File: src/rtl/mem_port_arbiter.sv
// Unified memory port arbiter between instruction fetch and load/store.
// One access in flight at a time: grant, fixed-latency wait, one-cycle response.
module mem_port_arbiter #(
    parameter int ADDR_W          = 32,
    parameter int DATA_W          = 32,
    parameter int MEM_LATENCY     = 1,
    parameter int MAX_DATA_STREAK = 4
) (
    input  logic                clk,
    input  logic                rst,
    input  logic                if_req,
    input  logic [ADDR_W-1:0]   if_addr,
    output logic                if_ready,
    output logic [DATA_W-1:0]   if_rdata,
    input  logic                dm_req,
    input  logic                dm_we,
    input  logic [ADDR_W-1:0]   dm_addr,
    input  logic [DATA_W-1:0]   dm_wdata,
    input  logic [DATA_W/8-1:0] dm_be,
    output logic                dm_ready,
    output logic [DATA_W-1:0]   dm_rdata,
    output logic                stall_if,
    output logic                stall_mem,
    output logic                mem_en,
    output logic                mem_we,
    output logic [ADDR_W-1:0]   mem_addr,
    output logic [DATA_W-1:0]   mem_wdata,
    output logic [DATA_W/8-1:0] mem_be,
    input  logic [DATA_W-1:0]   mem_rdata
);

    localparam int BE_W = DATA_W / 8;
    localparam logic [3:0] LAT   = 4'(MEM_LATENCY);
    localparam logic [3:0] MAX_S = 4'(MAX_DATA_STREAK);

    typedef enum logic [1:0] {
        IDLE,
        WAIT,
        RESP
    } state_t;

    state_t     state_q;
    state_t     state_d;
    logic       owner_dm_q;
    logic [3:0] cnt_q;
    logic [3:0] streak_q;
    logic       grant_if;
    logic       grant_dm;

    assign stall_if  = if_req & ~if_ready;
    assign stall_mem = dm_req & ~dm_ready;

    always_comb begin
        state_d  = state_q;
        grant_if = 1'b0;
        grant_dm = 1'b0;
        unique case (state_q)
            IDLE: begin
                // Data has priority unless a waiting fetch hit its streak limit
                if (dm_req && (!if_req || streak_q != MAX_S)) begin
                    grant_dm = 1'b1;
                end else if (if_req) begin
                    grant_if = 1'b1;
                end
                if (grant_if || grant_dm) begin
                    state_d = WAIT;
                end
            end
            WAIT: begin
                if (cnt_q == 4'd0) begin
                    state_d = RESP;
                end
            end
            RESP: begin
                state_d = IDLE;
            end
            default: begin
                state_d = IDLE;
            end
        endcase
    end

    always_ff @(posedge clk) begin
        if (rst) begin
            state_q    <= IDLE;
            owner_dm_q <= 1'b0;
            cnt_q      <= '0;
            streak_q   <= '0;
            mem_en     <= 1'b0;
            mem_we     <= 1'b0;
            mem_addr   <= '0;
            mem_wdata  <= '0;
            mem_be     <= '0;
            if_ready   <= 1'b0;
            dm_ready   <= 1'b0;
            if_rdata   <= '0;
            dm_rdata   <= '0;
        end else begin
            state_q  <= state_d;
            mem_en   <= 1'b0;
            if_ready <= 1'b0;
            dm_ready <= 1'b0;

            if (grant_dm) begin
                mem_en     <= 1'b1;
                mem_we     <= dm_we;
                mem_addr   <= dm_addr;
                mem_wdata  <= dm_wdata;
                mem_be     <= dm_be;
                owner_dm_q <= 1'b1;
                cnt_q      <= LAT;
                if (!if_req) begin
                    streak_q <= '0;
                end else if (streak_q != MAX_S) begin
                    streak_q <= streak_q + 4'd1;
                end
            end else if (grant_if) begin
                mem_en     <= 1'b1;
                mem_we     <= 1'b0;
                mem_addr   <= if_addr;
                mem_wdata  <= '0;
                mem_be     <= {BE_W{1'b1}};
                owner_dm_q <= 1'b0;
                cnt_q      <= LAT;
                streak_q   <= '0;
            end

            if (state_q == WAIT) begin
                if (cnt_q == 4'd0) begin
                    if (owner_dm_q) begin
                        dm_ready <= 1'b1;
                        if (!mem_we) begin
                            dm_rdata <= mem_rdata;
                        end
                    end else begin
                        if_ready <= 1'b1;
                        if_rdata <= mem_rdata;
                    end
                end else begin
                    cnt_q <= cnt_q - 4'd1;
                end
            end
        end
    end

endmodule

File: config.mk
export PLATFORM = sky130hd
export DESIGN_NAME = mem_port_arbiter
export DESIGN_NICKNAME = d
export VERILOG_FILES = /design/src/rtl/mem_port_arbiter.sv
export SDC_FILE = /design/constraint.sdc
export NUM_CORES = 1
export LEC_CHECK = 0
export ABC_CLOCK_PERIOD_IN_PS = 2100
export CORE_ASPECT_RATIO = 1.4
export CORE_MARGIN = 4
export CORE_UTILIZATION = 41
export CTS_BUF_LIST = sky130_fd_sc_hd__clkbuf_2
export DETAILED_ROUTE_END_ITERATION = 8
export PLACE_DENSITY_LB_ADDON = 0.2
export SETUP_SLACK_MARGIN = 0.3
export SYNTH_ARGS = -nofsm -noshare
export SYNTH_HDL_FRONTEND = slang
export SYNTH_SLANG_ARGS = --single-unit
File: constraint.sdc
create_clock -name clk -period 2.1 [get_ports clk]
set_clock_uncertainty 0.15 [all_clocks]
set_input_delay 0.21 -clock clk [delete_from_list [all_inputs] [get_ports clk]]
set_output_delay 0.21 -clock clk [all_outputs]
set_load 0.1 [all_outputs]
==> results.yml <==
synthesis:
  synth_edf_count: 0
  synth_top_family_by_area: "compound AO/OA/AOI/OAI gates"
  muxShareOfSynthArea_pct: 5.82
  synthAdderAreaFrac_pct: 0.682
  synth_cell_types: 35
  ys_async_sr_fraction_pct: 0
  synth_xor_area_share_pct: 0.318
  seq_area_frac_synth_pct: 53.5
  synth-main-ff-cell: "dfxtp_1"
  syn-num-nets: 730
  synth_compound_area_share_pct: 17.2
  syn_area_sq_um: 5500
  yosysWarnings: 0
  ys_ff_latch: 147
  syn_area_per_cell_sq_um: 9.32
  synthCells: 590
  yosys.area_share.simple_pct: 16.5
setup_path:
  cp_max_fo: 12
  required_ns: 2.63
  rrSetupSlack_ns: 0.11
  start_kind: "flip-flop"
  regToRegStartpoint: "streak_q[1]"
  cp-startpoint: "streak_q[1]"
  endpoint: "mem_wdata[0]"
  r2r_end: "mem_wdata[0]"
  worstSetupEndpointType: "flip-flop"
  worstRegToRegCells: 8
  crit_type: "flip-flop to flip-flop"
  arrival_ns: 2.53
cells_and_area:
  syn2layout_area_growth_pct: 108
  nFillCells: 568
  final_nets: 1146
  final_cell_area_sq_um: 11400
  regArea_sq_um: 3060
  final_core_util_pct: 88.0
  drive_gt1_share_pct: 37.5
  multi_input_area_sq_um: 2730
pwr:
  p_leak_nw: 4.53
  p_total_mw: 8.83
  pwr_density_cell_nw_per_um2: 772
  max-vdd-ir-drop_v: 0.000650
die:
  rows: 49
  die_x_um: 106
  ioPinCount: 275
  start_util_pct: 42.3
  coreArea_sq_um: 13000
  fp.dieH_um: 145
  die-area_sq_um: 15400
cts:
  max-clock-path-buffers: 2
  clk_latency_ns: 0.77
  cts_tree: "done"
  cts_root_buf: "clkbuf_2"
  cts_made_buffers: 17
  clkTransAtPathRegs_ns: 0.28
  h-tree-depth: 4
  cts_sinks: 147
hold_path:
  hold_start: "if_req"
  worst_hold_path_type: "input pin to flip-flop"
global_routing:
  grt_max_degree: 51
  grt_antenna_before_repair: 6
  grt_pass1_wl_um: 33900
  first_global_vias: 6500
  grt_util_all_layers_pct: 28.1
  gr-total-overflow: 0
detailed_routing:
  drt_iter0_markers: 513
  wire_per_inst_um: 24.8
  vias: 6825
  route.detailed.drc: 0
  avgViaCountPerCell: 5.68
  firstDrtPassIters: 7
  drt_wl_total_um: 29800
  antenna_left: 0
sta:
  holdWs_ns: 0.0739
  finalCritPeriodShare_pct: 94.9
  slew_headroom_pct: 67.1
  tightest_slew_ns: 0.493
  layout_min_cycle_time_ns: 1.99
  slew_violations: 0
  rsz0062_at_grt: "true"
  hold_violations: 0
  clock.fmax_mhz: 502
  tns_ns: 0
  setup-violations-final: 0
placement:
  port_buffers: 274
  globalplace.congestion: 0.740
  postPlaceCellArea_sq_um: 8020
  hpwl_um: 12300
outcome:
  status: "finished, final reports clean"
job:
  cap_violations: 0
per-layer routing:
layer | vias up | routed length, um | track usage (%)
li1 | 2875 | - | -
met1 | 3258 | 9520 | 29.2
met2 | 530 | 15500 | 52.0
met3 | 162 | 2480 | 6.71
met4 | 0 | 2260 | 13.7
met5 | - | 0 | 0
cell usage in the layout, fill, tap and decap left out, drive strengths merged, types with 2 or more instances in the layout:
cell           count
buf              169
dfxtp            147
clkdlybuf4s50    135
dlygate4sd3      134
nand2            129
a21oi             69
nor2              54
a22oi             33
o2bb2ai           32
mux2i             32
clkbuf            23
inv               11
nor3               7
diode              5
nand2b             5
nand3              4
or4                3
clkinvlp           3
ha                 3
clkinv             3
nor2b              2
xor2               2
a32oi              2
bufinv             2
o21ai              2
nor4               2
metrics by stage:
step,cells,setup slack [ns]
2_1_floorplan,590,0.148
3_5_place_dp,1007,0.170
5_1_grt,1202,0.0243
6_report,1202,0.107
4_1_cts,1182,0.278
3_3_place_gp,1007,0.225
worst max-delay path, stage by stage, from the launching register on:
cell and delay, ns:
dfxtp_2 0.43, inv_2 0.07, ha_4 0.15, nand4b_1 0.11, and3_4 0.35, buf_4 0.19, clkbuf_16 0.16, a22oi_2 0.08
nor2_1 0.22
what timing repair did:
action	CTS	global route
pin swaps	1	40
hold buffers	134	0
setup buffers	5	10
cloned	4	5
endpoints found under the setup margin	189	202
endpoints found under the hold margin	145	0
resized for setup	110	334
state kept, by name (all words and copies together) (netlist names):
register    cells
mem_be          4
dm_ready        1
if_rdata       32
mem_we          1
mem_wdata      32
cnt_q           4
mem_en          1
dm_rdata       32
streak_q        4
if_ready        1
state_q         2
mem_addr       32
owner_dm_q      1
cells by family after synthesis:
logic type / count (synthesis)
AOI/OAI and AO/OA: 143
xor gates and xnor gates: 2
adders and majority gates: 3
buffers and inverters: 53
DFF: 147
muxes: 32
and+or+nand+nor: 210
final cells by class:
class | instances | share of cell area, %
timing repair buffer | 443 | 45.1
sequential | 147 | 26.7
multi-input combinational | 392 | 23.9
tap | 178 | 1.95
clock inverter | 14 | 1.32
clock buffer | 18 | 0.788
inverter | 5 | 0.164
antenna | 5 | 0.109
power breakdown:
group          leakage [nW]  switching (mW)  internal (mW)  total [mW]
Combinational          3.16            2.41           1.36        3.77
Sequential             1.24           0.246           3.04        3.29
Clock                 0.138            1.20          0.567        1.77
worst min-delay path by stage:
stage / end / slack (ns) / depth (start not counted)
finish: streak_q[0] / 0.07 / 4
global route: streak_q[0] / 0.06 / 4
CTS: streak_q[0] / 0.04 / 4
detailed placement: if_rdata[22] / 0.30 / 2
global placement: dm_rdata[13] / 0.29 / 2
floorplan: if_rdata[0] / 0.20 / 2
Yosys cell counts (all sizes together), types with 2 or more instances:
cell     count  area share [%]
nand2      129             8.8
buf         31             4.5
dfxtp      147              54
ha           3            0.68
nor3         7            0.64
o21ai        2            0.18
nand3        4            0.36
nor2        54             3.7
nor2b        2            0.23
a32oi        2            0.32
nor4         2            0.50
nand2b       5            0.84
a21oi       69             6.3
xor2         2            0.32
mux2i       32             5.8
o2bb2ai     32             5.1
clkbuf      17             1.2
inv          5            0.34
a22oi       33             4.5
Note: power is estimated with default switching activity, not from simulation.
